<file path="src/rtl/cache_ctrl.sv">
// ----------------------------------------------------------------------------
// cache_ctrl -- sequencing FSM for a 4-way set-associative L1 tag/compare
// datapath.
//
// Takes one processing-element (PE) request at a time. It latches the request,
// strobes the compare stage for one LOOKUP cycle and then does one of two
// things:
//   * on a hit, it updates LRU and, for a write, the data and mod bits;
//   * on a miss, it writes back a dirty victim, fills the victim way from the
//     next level, and replays the lookup.
// A one-cycle response pulse closes every transaction.
//
// Optional feature: define CACHE_CTRL_PERF_CNT_EN to add saturating
// hit/miss/writeback counters (hit_cnt, miss_cnt, wb_cnt).
//
// Ports
//   clk, reset_n          clock, asynchronous active-low reset
//   pe_req/pe_we          PE request valid / write flag
//   pe_addr/pe_wdata      PE request address / write data
//   pe_ready              controller idle, request can be accepted
//   pe_rsp_valid          one-cycle completion pulse
//   req_addr/req_wdata    latched request, drives array index/tag and data
//   pe_access             compare-stage qualify, high for each LOOKUP cycle
//   way_hit               one-hot hit vector from compare
//   fill_or_victim_way    one-hot victim/fill way from compare
//   victim_dirty          mod bit of fill_or_victim_way
//   tag_we/data_we        per-way tag/data write enables (single-cycle pulses)
//   val_set/mod_set/mod_clr  valid set, mod set, mod clear strobes
//   lru_we/lru_way        LRU update strobe and the way to mark MRU
//   mem_req/mem_we/mem_way   next-level request (held until mem_ack),
//                            1 = writeback, 0 = fill; way being moved
//   mem_ack               next-level completion
//   ctrl_err              sticky protocol error (multi-hit or replay miss)
//   hit_cnt/miss_cnt/wb_cnt  performance counters (optional feature only)
// ----------------------------------------------------------------------------
module cache_ctrl #(
    parameter int unsigned ADDR_W = 32,
    parameter int unsigned DATA_W = 32,
    parameter int unsigned CNT_W  = 16
) (
    input  logic              clk,
    input  logic              reset_n,
    // PE port
    input  logic              pe_req,
    input  logic              pe_we,
    input  logic [ADDR_W-1:0] pe_addr,
    input  logic [DATA_W-1:0] pe_wdata,
    output logic              pe_ready,
    output logic              pe_rsp_valid,
    // Array / compare port
    output logic [ADDR_W-1:0] req_addr,
    output logic [DATA_W-1:0] req_wdata,
    output logic              pe_access,
    input  logic [3:0]        way_hit,
    input  logic [3:0]        fill_or_victim_way,
    input  logic              victim_dirty,
    output logic [3:0]        tag_we,
    output logic [3:0]        data_we,
    output logic              val_set,
    output logic              mod_set,
    output logic              mod_clr,
    output logic              lru_we,
    output logic [3:0]        lru_way,
    // Next-level memory port
    output logic              mem_req,
    output logic              mem_we,
    output logic [3:0]        mem_way,
    input  logic              mem_ack,
`ifdef CACHE_CTRL_PERF_CNT_EN
    output logic [CNT_W-1:0]  hit_cnt,
    output logic [CNT_W-1:0]  miss_cnt,
    output logic [CNT_W-1:0]  wb_cnt,
`endif
    output logic              ctrl_err
);

    typedef enum logic [2:0] {
        StIdle,
        StLookup,
        StWb,
        StFill,
        StResp
    } state_e;

    state_e     state_q;
    logic       req_we_q;   // latched write flag
    logic       replay_q;   // current LOOKUP is the post-fill replay
    logic [3:0] victim_q;   // victim way, stable from miss until fill done

    logic       hit;
    logic       multi_hit;
    logic [3:0] hit_sel;
    logic       in_lookup;
    logic       fill_done;

    assign hit       = |way_hit;
    // Two's-complement trick isolates the lowest set bit of the hit vector.
    assign hit_sel   = way_hit & (~way_hit + 4'd1);
    // Clearing the lowest set bit leaves something only if two or more were set.
    assign multi_hit = (way_hit & (way_hit - 4'd1)) != 4'd0;
    assign in_lookup = (state_q == StLookup);
    assign fill_done = (state_q == StFill) && mem_ack;

    // ------------------------------------------------------------------------
    // Sequencing FSM. The outputs that depend only on state (pe_ready,
    // pe_access, pe_rsp_valid, mem_*) are registered alongside it, so each is
    // computed for the state being entered.
    // ------------------------------------------------------------------------
    always_ff @(posedge clk or negedge reset_n) begin
        if (!reset_n) begin
            state_q      <= StIdle;
            req_we_q     <= 1'b0;
            replay_q     <= 1'b0;
            victim_q     <= 4'd0;
            req_addr     <= '0;
            req_wdata    <= '0;
            pe_ready     <= 1'b1;
            pe_rsp_valid <= 1'b0;
            pe_access    <= 1'b0;
            mem_req      <= 1'b0;
            mem_we       <= 1'b0;
            mem_way      <= 4'd0;
            ctrl_err     <= 1'b0;
        end else begin
            pe_rsp_valid <= 1'b0;
            pe_access    <= 1'b0;
            case (state_q)
                StIdle: begin
                    if (pe_req) begin
                        req_we_q  <= pe_we;
                        req_addr  <= pe_addr;
                        req_wdata <= pe_wdata;
                        replay_q  <= 1'b0;
                        pe_ready  <= 1'b0;
                        pe_access <= 1'b1;
                        state_q   <= StLookup;
                    end
                end

                StLookup: begin
                    if (hit) begin
                        if (multi_hit) begin
                            ctrl_err <= 1'b1;
                        end
                        replay_q     <= 1'b0;
                        pe_rsp_valid <= 1'b1;
                        state_q      <= StResp;
                    end else if (replay_q) begin
                        // The fill just installed this line, so a miss here
                        // means the arrays are inconsistent. Flag it and answer
                        // rather than loop.
                        ctrl_err     <= 1'b1;
                        replay_q     <= 1'b0;
                        pe_rsp_valid <= 1'b1;
                        state_q      <= StResp;
                    end else begin
                        victim_q <= fill_or_victim_way;
                        mem_way  <= fill_or_victim_way;
                        mem_req  <= 1'b1;
                        mem_we   <= victim_dirty;
                        state_q  <= victim_dirty ? StWb : StFill;
                    end
                end

                StWb: begin
                    if (mem_ack) begin
                        mem_we  <= 1'b0;
                        state_q <= StFill;
                    end
                end

                StFill: begin
                    if (mem_ack) begin
                        mem_req   <= 1'b0;
                        mem_way   <= 4'd0;
                        replay_q  <= 1'b1;
                        pe_access <= 1'b1;
                        state_q   <= StLookup;
                    end
                end

                StResp: begin
                    pe_ready <= 1'b1;
                    state_q  <= StIdle;
                end

                default: begin
                    mem_req  <= 1'b0;
                    mem_we   <= 1'b0;
                    mem_way  <= 4'd0;
                    replay_q <= 1'b0;
                    pe_ready <= 1'b1;
                    state_q  <= StIdle;
                end
            endcase
        end
    end

    // ------------------------------------------------------------------------
    // Array strobes. These depend on this cycle's compare result or on
    // mem_ack, so they are decoded combinationally from the current state.
    // Every strobe is a single-cycle pulse and is zero in IDLE/WB/RESP.
    // ------------------------------------------------------------------------
    always_comb begin
        lru_we  = 1'b0;
        lru_way = 4'd0;
        data_we = 4'd0;
        mod_set = 1'b0;
        tag_we  = 4'd0;
        val_set = 1'b0;
        mod_clr = 1'b0;

        if (in_lookup && hit) begin
            lru_we  = 1'b1;
            lru_way = hit_sel;
            if (req_we_q) begin
                data_we = hit_sel;
                mod_set = 1'b1;
            end
        end

        // The fill installs a clean, valid line in the victim way.
        if (fill_done) begin
            tag_we  = victim_q;
            data_we = victim_q;
            val_set = 1'b1;
            mod_clr = 1'b1;
        end
    end

`ifdef CACHE_CTRL_PERF_CNT_EN
    // ------------------------------------------------------------------------
    // Saturating performance counters. Replay lookups are not counted.
    // ------------------------------------------------------------------------
    logic first_lookup;
    assign first_lookup = in_lookup && !replay_q;

    always_ff @(posedge clk or negedge reset_n) begin
        if (!reset_n) begin
            hit_cnt  <= '0;
            miss_cnt <= '0;
            wb_cnt   <= '0;
        end else begin
            if (first_lookup && hit && (hit_cnt != '1)) begin
                hit_cnt <= hit_cnt + CNT_W'(1);
            end
            if (first_lookup && !hit && (miss_cnt != '1)) begin
                miss_cnt <= miss_cnt + CNT_W'(1);
            end
            if ((state_q == StWb) && mem_ack && (wb_cnt != '1)) begin
                wb_cnt <= wb_cnt + CNT_W'(1);
            end
        end
    end
`endif

endmodule

</file>
<file path="config.mk">
export PLATFORM = sky130hd
export DESIGN_NAME = cache_ctrl
export DESIGN_NICKNAME = d
export VERILOG_FILES = /design/src/rtl/cache_ctrl.sv
export SDC_FILE = /design/constraint.sdc
export NUM_CORES = 1
export LEC_CHECK = 0
export BUFFER_PORTS_ARGS = -buffer_cell sky130_fd_sc_hd__buf_4
export CAP_MARGIN = 40
export CORE_UTILIZATION = 45
export DETAILED_ROUTE_END_ITERATION = 8
export GPL_TIMING_DRIVEN = 0
export PLACE_DENSITY = 0.79
export SKIP_LAST_GASP = 1
export SLEW_MARGIN = 20
export SYNTH_ARGS = -nofsm -noshare
export SYNTH_HDL_FRONTEND = slang
export SYNTH_SLANG_ARGS = --single-unit
</file>
<file path="constraint.sdc">
create_clock -name clk -period 1.9 [get_ports clk]
set_input_delay 0.095 -clock clk [delete_from_list [all_inputs] [get_ports clk]]
set_output_delay 0.095 -clock clk [all_outputs]
set_load 0.02 [all_outputs]
</file>
==> impl_metrics.toml, run 1 <==
[power]
power_density_nw_per_um2 = 1498
finalPower_w = 0.008640
ir_worst_vdd_mv = 0.9648
power.leakage_nw = 2.792

[drt]
via_count = 2838
drtIter0Drc = 123
drt-total-wl_mm = 9.870
routedWlPerCell_um = 16.76
ant_nets = 0
drc = 0
first_pass_iters = 4
vias_per_cell = 4.818

[run]
maxCapViolations = 0

[clock_tree]
cts_tree = "yes"
cts_inserted_buffers = 9
clkTransAtPathRegs_ns = 0.08
htreeDepth = 3
clkLatencyLatePin_ns = 0.35
root_buffer = "clkbuf_8"
cts.sinks = 83
clockBufferDepth = 2

[floorplanning]
die_h_um = 88.05
dieArea_um2 = 7753
core-area_um2 = 7214
ios = 168
start_util_pct = 46.18
fp.dieW_um = 88.05
std_cell_rows = 31

[synth]
netlist_area_um2 = 3332
synth.distinct_cells = 34
async_reset_ff_share_pct = 100.0
synth-seq-cells = 83
synth_nets = 303
synth-main-ff-cell = "dfrtp_1"
synth_cells = 225
synth_area_per_cell_um2 = 14.81
seq_area_frac_synth_pct = 62.37
yosysWarningCount = 0
synth_edf_count = 0

[sta]
worstMarginPinSlew_ns = 0.5582
fmax_mhz = 531.6
drv_slew = 0
slew_headroom_pct = 62.79
fin_crit_ns = 1.881
fin_crit_sh_pct = 99.00
setup_viol = 0
rsz0062_at_grt = "true"
clock_skew_ns = 0.01510
hold_violations = 0

[layout]
drive_gt1_share_pct = 60.00
multi_input_area_um2 = 1239
diodes = 0
final_common_cell = "buf_4"
syn_to_final_growth_pct = 73.11
fin_nets = 563
utilization_pct = 79.95
final_cell_mix = "buf_4, dfrtp_1, dlygate4sd3_1, mux2_2, clkbuf_8"
area.sequential_um2 = 2078
fillCellCount = 431

[critical_path]
r2r_start = "state_q[2]$_DFFE_PN0P_"
cp_data_arrival_time_ns = 1.79
crit_fanout = 9
critPathLaunch = "state_q[0]$_DFFE_PN0P_"
end_kind = "primary output"
cp.required_ns = 1.80
cp-start-kind = "flip-flop"
path_class = "flip-flop to primary output"

[hold_path]
hold_start = "way_hit[1]"
min-delay-path-class = "input port to flip-flop"

[place]
gp_congestion = 0.7914
portBuffers = 167
hpwl_mm = 5.554

[global_route]
grt_max_degree = 44
grt_util_met3_pct = 8.483
gr-total-overflow = 0
antenna_found_initial = 0
gr-usage-met2_pct = 44.61
grt-busiest-layer = "met2"
met1_usage_pct = 27.44
grt.total_usage_pct = 24.85
grt_pass1_wl_mm = 14.23
grt_pass1_vias = 2855

[status]
status = "finished, final reports clean"
[Yosys cell counts, types with 2 or more instances]
cell type  number  area share, %
nand2b_1        2           0.38
o21ai_0         3           0.45
buf_4           3           0.68
buf_2           8            1.2
nor2_1          8           0.90
inv_1           3           0.34
a31oi_1         2           0.38
a21o_1          4           0.90
a22o_2          5            1.5
nor2b_1         3           0.56
mux2_2         69             23
and2_2          2           0.45
nand2_1         6           0.68
dfrtp_1        82             62
nor3b_1         3           0.68
and2_1          4           0.75
[kinds of logic (layout without fill, tap and decap cells)]
group | Yosys count | in the layout | share of synthesized area [%]
mux | 69 | 69 | 23.32
xor+xnor | 1 | 1 | 0.2629
simple gates | 36 | 36 | 6.647
compound gates | 22 | 22 | 5.182
buf+inv | 14 | 279 | 2.216
flops | 83 | 83 | 62.37
[worst paths after layout]
check                                      endpoint  slack [ns]  cells past startpoint
max in group asynchronous      pe_ready$_DFFE_PN1P_        0.95                      3
min                            ctrl_err$_DFFE_PN0P_        0.04                      3
min in group asynchronous      req_we_q$_DFFE_PN0P_        0.28                      2
max                                      data_we[3]        0.02                      7
max reg2reg                req_addr[11]$_DFFE_PN0P_        0.10                      7
min reg2reg                    ctrl_err$_DFFE_PN0P_        0.48                      1
[registers in the layout, summed over array words and instances (netlist names)]
register	flops
pe_rsp_valid	1
req_addr	32
mem_we	1
req_wdata	32
mem_way	4
replay_q	1
state_q	3
victim_q	4
req_we_q	1
pe_access	1
mem_req	1
pe_ready	1
ctrl_err	1
[final cells by class]
type / instances / area share (%)
plain buffers: 11 / 1.562
clock buffers: 13 / 2.581
clock inverters: 3 / 0.3037
inverters: 3 / 0.1952
multi-input cells: 128 / 21.48
flip-flops and latches: 83 / 36.03
well taps: 99 / 2.148
repair buffers: 249 / 35.71
[power by group]
part / total (W) / internal, W / switching (W) / leakage (nW)
Clock: 0.00112 / 0.000509 / 0.000613 / 0.0834
Combinational: 0.00446 / 0.00227 / 0.00219 / 1.72
Sequential: 0.00306 / 0.00260 / 0.000461 / 0.991
Total: 0.00864 / 0.00538 / 0.00326 / 2.79
[metal layers]
metal | up-vias | part of all wire, %
li1 | 1311 | -
met1 | 1396 | 37
met2 | 113 | 55
met3 | 18 | 6.4
met4 | 0 | 1.7
met5 | - | 0
[through the flow]
step | area (µm²) | worst slack, ns | TNS (ns) | hold WS [ns] | instances
floorplan | 3337 | 0.1241 | 0 | -0.2006 | 225
detailed placement | 4735 | -0.1388 | -2.140 | 0.1147 | 492
CTS | 5648 | -0.009080 | -0.009080 | 0.02566 | 581
finish | 5768 | 0.01899 | 0 | 0.03722 | 589
global route | 5768 | -0.06736 | -0.2451 | 0.02612 | 589
global placement | 4715 | -0.1005 | -1.196 | 0.3275 | 491
[worst max-delay path, stage by stage, from the launching register on]
cell and delay, ns:
dfrtp_1 0.33, clkbuf_4 0.19, nand2_1 0.12, nor3b_4 0.23, buf_4 0.16, and2_1 0.18
a21o_1 0.10, buf_4 0.13
[timing repair]
action	4_1_cts	5_1_grt
setup endpoints to repair	40	42
pin swaps	1	5
resized for setup	5	21
cloned	0	0
hold buffers	71	0
hold endpoints to repair	116	0
setup buffers	2	8
No activity file was read; power rests on OpenSTA's default activity.
==> run 2: changes to the inputs <==
--- a/config.mk
+++ b/config.mk
@@ -11,6 +11,7 @@
 export DETAILED_ROUTE_END_ITERATION = 8
 export GPL_TIMING_DRIVEN = 0
 export PLACE_DENSITY = 0.79
+export RECOVER_POWER = 25
 export SKIP_LAST_GASP = 1
 export SLEW_MARGIN = 20
 export SYNTH_ARGS = -nofsm -noshare
==> run 2 against run 1 <==
Effect of this change:
- hold slack barely moved
- first-iteration DRC count decreased by 3.3%
- clock skew about the same
- largest cell class unchanged
- largest power group unchanged
- highest routed layer unchanged
==> impl_metrics.toml, run 2 (synthesis results as in run 1) <==
[clock_tree]
clkLatencyLatePin_ns = 0.35
cts.sinks = 83
htreeDepth = 3
clkTransAtPathRegs_ns = 0.08
clockBufferDepth = 2
cts_tree = "yes"
root_buffer = "clkbuf_8"
cts_inserted_buffers = 9

[drt]
via_count = 2848
ant_nets = 0
dr.max_layer_used = "met4"
drt-total-wl_mm = 9.878
drc = 0
met2RoutedLength_mm = 5.436
wl_met3_um = 626
vias_per_cell = 4.835
drtIter0Drc = 119
first_pass_iters = 4
met1_length_mm = 3.645
routedWlPerCell_um = 16.77

[critical_path]
crit_fanout = 9
crit_buf_inv = 3
end_kind = "primary output"
cp_data_arrival_time_ns = 1.79
path_class = "flip-flop to primary output"
slowest_stage = "dfrtp_1"
cp-start-kind = "flip-flop"
cp.required_ns = 1.80
cp_common_cell = "buf_4"
crit_chain = "clkbuf_4 -> nand2_1 -> nor3b_4 -> buf_4 -> and2_1 -> a21o_1 -> buf_4"
path_delay_family = "simple AND/OR/NAND/NOR gates"
critPathMaxStageDelay_ns = 0.33

[status]
status = "finished, final reports clean"

[hold_path]
min-delay-path-class = "input port to flip-flop"

[floorplanning]
ios = 168
fp.dieW_um = 88.05
start_util_pct = 46.18
dieArea_um2 = 7753
std_cell_rows = 31
core-area_um2 = 7214
die_h_um = 88.05

[power]
p_int_w = 0.005353
power_density_nw_per_um2 = 1497
p_comb_share_pct = 51.4
ir_worst_vdd_mv = 0.9648
p_sw_w = 0.003264
seq_power_share_pct = 35.5
p_sw_share_pct = 37.87
power.leakage_nw = 2.780
p_clk_share_pct = 13.0

[layout]
utilization_pct = 79.76
fin_nets = 563
diodes = 0
fillCellCount = 436
area.sequential_um2 = 2078
final_cell_area_um2 = 5754
syn_to_final_growth_pct = 72.70
multi_input_area_um2 = 1239
largest_registers = "req_addr x32, req_wdata x32"
drive_gt1_share_pct = 59.39
final_common_cell = "buf_4"
final_cell_mix = "buf_4, dfrtp_1, dlygate4sd3_1, mux2_2, clkbuf_8"

[global_route]
grt.total_usage_pct = 24.85
gr-total-overflow = 0
grt_pass1_vias = 2855
grt_max_degree = 44
antenna_found_initial = 0
grt_pass1_wl_mm = 14.23

[sta]
fmax_mhz = 531.8
fin_crit_ns = 1.881
drv_slew = 0
rsz0062_at_grt = "true"
fin_crit_sh_pct = 98.98
hold_violations = 0
worstMarginPinSlew_ns = 1.085
slew_headroom_pct = 27.69
clock_skew_ns = 0.01509
setup_viol = 0

[place]
dpl_cell_area_um2 = 4735
gp_congestion = 0.7914
hpwl_mm = 5.554
portBuffers = 167

[run]
maxCapViolations = 0
-- run 2: final timing paths --
path | startpoint | endpoint | slack (ns) | cells after the start
max in group asynchronous | reset_n | pe_ready$_DFFE_PN1P_ | 0.59 | 3
worst max register to register | state_q[2]$_DFFE_PN0P_ | req_addr[11]$_DFFE_PN0P_ | 0.10 | 7
worst max-delay path | state_q[0]$_DFFE_PN0P_ | data_we[3] | 0.02 | 7
min in group asynchronous | reset_n | req_we_q$_DFFE_PN0P_ | 0.48 | 2
worst min-delay path | way_hit[1] | ctrl_err$_DFFE_PN0P_ | 0.04 | 3
worst min register to register | ctrl_err$_DFFE_PN0P_ | ctrl_err$_DFFE_PN0P_ | 0.48 | 1
-- run 2: what timing repair did --
action,CTS,global route
hold buffers,71,0
resized for setup,5,21
pin swaps,1,5
hold endpoints to repair,116,0
buffers inserted,2,8
endpoints found under the setup margin,40,42
-- run 2: layer usage --
| layer | vias to the layer above | global-route usage (%) |
|---|---|---|
| li1 | 1312 | - |
| met1 | 1404 | 27.44 |
| met2 | 114 | 44.61 |
| met3 | 18 | 8.483 |
| met4 | 0 | 8.651 |
| met5 | - | 0 |
-- run 2: tightest hold or removal path: cells and delay by family --
family / cells / cell delay (ns)
buf+inv: 1 / 0.11
compound gates: 1 / 0.10
simple gates: 1 / 0.05
-- run 2: power groups by stage --
stage	Sequential (W)	Combinational, W	Clock [W]
2_1_floorplan	0.00394	0.00144	0
3_3_place_gp	0.00300	0.00401	0
3_5_place_dp	0.00304	0.00408	0
4_1_cts	0.00302	0.00423	0.00113
5_1_grt	0.00316	0.00470	0.00123
6_report	0.00306	0.00443	0.00112
-- run 2: area by class of cell --
cell class,count,share of cell area (%)
Timing Repair Buffer,249,35.55
Clock buffer,13,2.588
Multi-Input combinational cell,128,21.53
Inverter,3,0.1957
Clock inverter,3,0.3044
Tap cell,99,2.153
Buffer,11,1.566
Sequential cell,83,36.12
-- run 2: through the flow --
stage                     cells    TNS, ns  setup WS (ns)  total power (W)  hold slack (ns)
after CTS                   581  -0.009080      -0.009080         0.008383          0.02566
after detailed placement    492     -2.140        -0.1388         0.007125           0.1147
after floorplan             225          0         0.1241         0.005383          -0.2006
after global placement      491     -1.196        -0.1005         0.007013           0.3275
after global routing        589    -0.2451       -0.06736         0.009083          0.02612
final                       589          0        0.01946         0.008617          0.03713
==> run 3: changes to the inputs <==
--- a/config.mk
+++ b/config.mk
@@ -12,6 +12,7 @@
 export GPL_TIMING_DRIVEN = 0
 export PLACE_DENSITY = 0.79
 export RECOVER_POWER = 25
+export SETUP_SLACK_MARGIN = 0.2
 export SKIP_LAST_GASP = 1
 export SLEW_MARGIN = 20
 export SYNTH_ARGS = -nofsm -noshare
==> run 3 against run 2 <==
Effect of this change:
- utilization increased by 5.3 points
- clock-buffer cell count fell by 2
- sequential share of layout area is 2.2 points lower
==> impl_metrics.toml, run 3 (synthesis results as in run 1) <==
[layout]
fin_nets = 577
largest_registers = "req_addr x32, req_wdata x32"
drive_gt1_share_pct = 60.32
diodes = 0
syn_to_final_growth_pct = 84.12
final_common_cell = "buf_4"
final_cell_mix = "buf_4, dfrtp_1, dlygate4sd3_1, mux2_2, buf_6"
final_cell_area_um2 = 6135
fin_cells = 603

[critical_path]
end_kind = "primary output"
crit_buf_inv = 2
slowest_stage = "dfrtp_1"
crit_chain = "buf_6 -> nor3b_4 -> and4b_1 -> a21o_1 -> buf_6"
path_class = "flip-flop to primary output"
path_delay_family = "simple AND/OR/NAND/NOR gates"
cp-start-kind = "flip-flop"
cp_common_cell = "buf_6"
critPathMaxStageDelay_ns = 0.41
crit_fanout = 6
cp.required_ns = 1.80
cp_data_arrival_time_ns = 1.74

[sta]
setup_viol = 0
clock_skew_ns = 0.01329
drv_slew = 0
worstMarginPinSlew_ns = 1.052
hold_violations = 0
fmax_mhz = 543.9
rsz0062_at_grt = "true"
fin_crit_sh_pct = 96.76
fin_ws_ns = 0.06152
fin_crit_ns = 1.838
slew_headroom_pct = 29.88

[floorplanning]
dieArea_um2 = 7753
start_util_pct = 46.18
die_h_um = 88.05
fp.dieW_um = 88.05
ios = 168
std_cell_rows = 31
core-area_um2 = 7214

[place]
pre_cts_ws_ns = -0.1309
dpl_cell_area_um2 = 4745
gp_congestion = 0.8391
hpwl_mm = 5.722
dpl.cell_count = 492
portBuffers = 167

[drt]
ant_nets = 0
first_pass_iters = 4
drc = 0
vias_per_cell = 4.847
drtIter0Drc = 62
drt-total-wl_mm = 10.55
via_count = 2923
routedWlPerCell_um = 17.50

[run]
maxCapViolations = 0

[clock_tree]
cts_tree = "yes"
cts.sinks = 83
clkTransAtPathRegs_ns = 0.08
clockBufferDepth = 2
root_buffer = "clkbuf_8"
htreeDepth = 3
clkLatencyLatePin_ns = 0.35
cts_inserted_buffers = 9

[global_route]
gr-total-overflow = 0
grt.total_usage_pct = 25.21
grt_max_degree = 44
grt_pass1_vias = 3009
antenna_found_initial = 0
grt_pass1_wl_mm = 14.51

[power]
finalPower_w = 0.009584
ir_worst_vdd_mv = 0.9539
power_density_nw_per_um2 = 1562
power.leakage_nw = 2.959

[status]
status = "finished, final reports clean"

[hold_path]
min-delay-path-class = "input port to flip-flop"
## run 3: power breakdown
part	total, W	switching, W	internal [W]
logic	0.00499	0.00237	0.00262
clock network	0.00153	0.000623	0.000906
registers	0.00306	0.000461	0.00260
total	0.00958	0.00345	0.00613
## run 3: routing by layer
metal	global-route usage, %	part of all wire, %
met2	46.51	57
met4	10.70	2.3
met5	0	0
met1	27.91	36
met3	5.561	5.1
## run 3: what timing repair did
item,4_1_cts,5_1_grt
endpoints found under the setup margin,87,78
setup buffers,10,10
resized for setup,35,19
cloned,1,3
endpoints found under the hold margin,113,0
pin swaps,7,6
hold buffers,71,0
## run 3: area by class of cell
type / instances / area, µm²
Buffer: 11 / 142.6
Clock buffer: 11 / 141.4
Clock inverter: 5 / 100.1
Fill cell: 375 / 1080
Inverter: 3 / 13.76
Multi-Input combinational cell: 128 / 1260
Sequential cell: 83 / 2078
Tap cell: 99 / 123.9
Timing Repair Buffer: 263 / 2275
## run 3: tightest hold or removal path: stages
cell and delay [ns]:
buf_4 0.12, nand2_1 0.07, a31oi_1 0.08
## run 3: worst paths after layout
kind / startpoint / slack (ns) / cells after the start / end
worst max register to register: state_q[0]$_DFFE_PN0P_ / 0.17 / 7 / req_addr[16]$_DFFE_PN0P_
worst min register to register: ctrl_err$_DFFE_PN0P_ / 0.49 / 1 / ctrl_err$_DFFE_PN0P_
worst max-delay path: state_q[1]$_DFFE_PN0P_ / 0.06 / 5 / data_we[3]
max in group asynchronous: reset_n / 0.65 / 3 / req_addr[16]$_DFFE_PN0P_
worst min-delay path: pe_req / 0.06 / 3 / state_q[0]$_DFFE_PN0P_
min in group asynchronous: reset_n / 0.47 / 2 / req_addr[25]$_DFFE_PN0P_
## run 3: metrics by stage
| stage | setup TNS (ns) | hold WS [ns] | util (%) |
|---|---|---|---|
| 2_1_floorplan | 0 | -0.2006 | - |
| 3_3_place_gp | -2.001 | 0.3277 | 65.49 |
| 3_5_place_dp | -2.045 | 0.1075 | 65.76 |
| 4_1_cts | 0 | 0.02790 | 82.12 |
| 5_1_grt | -0.01778 | 0.07072 | 85.03 |
| 6_report | 0 | 0.06321 | 85.03 |
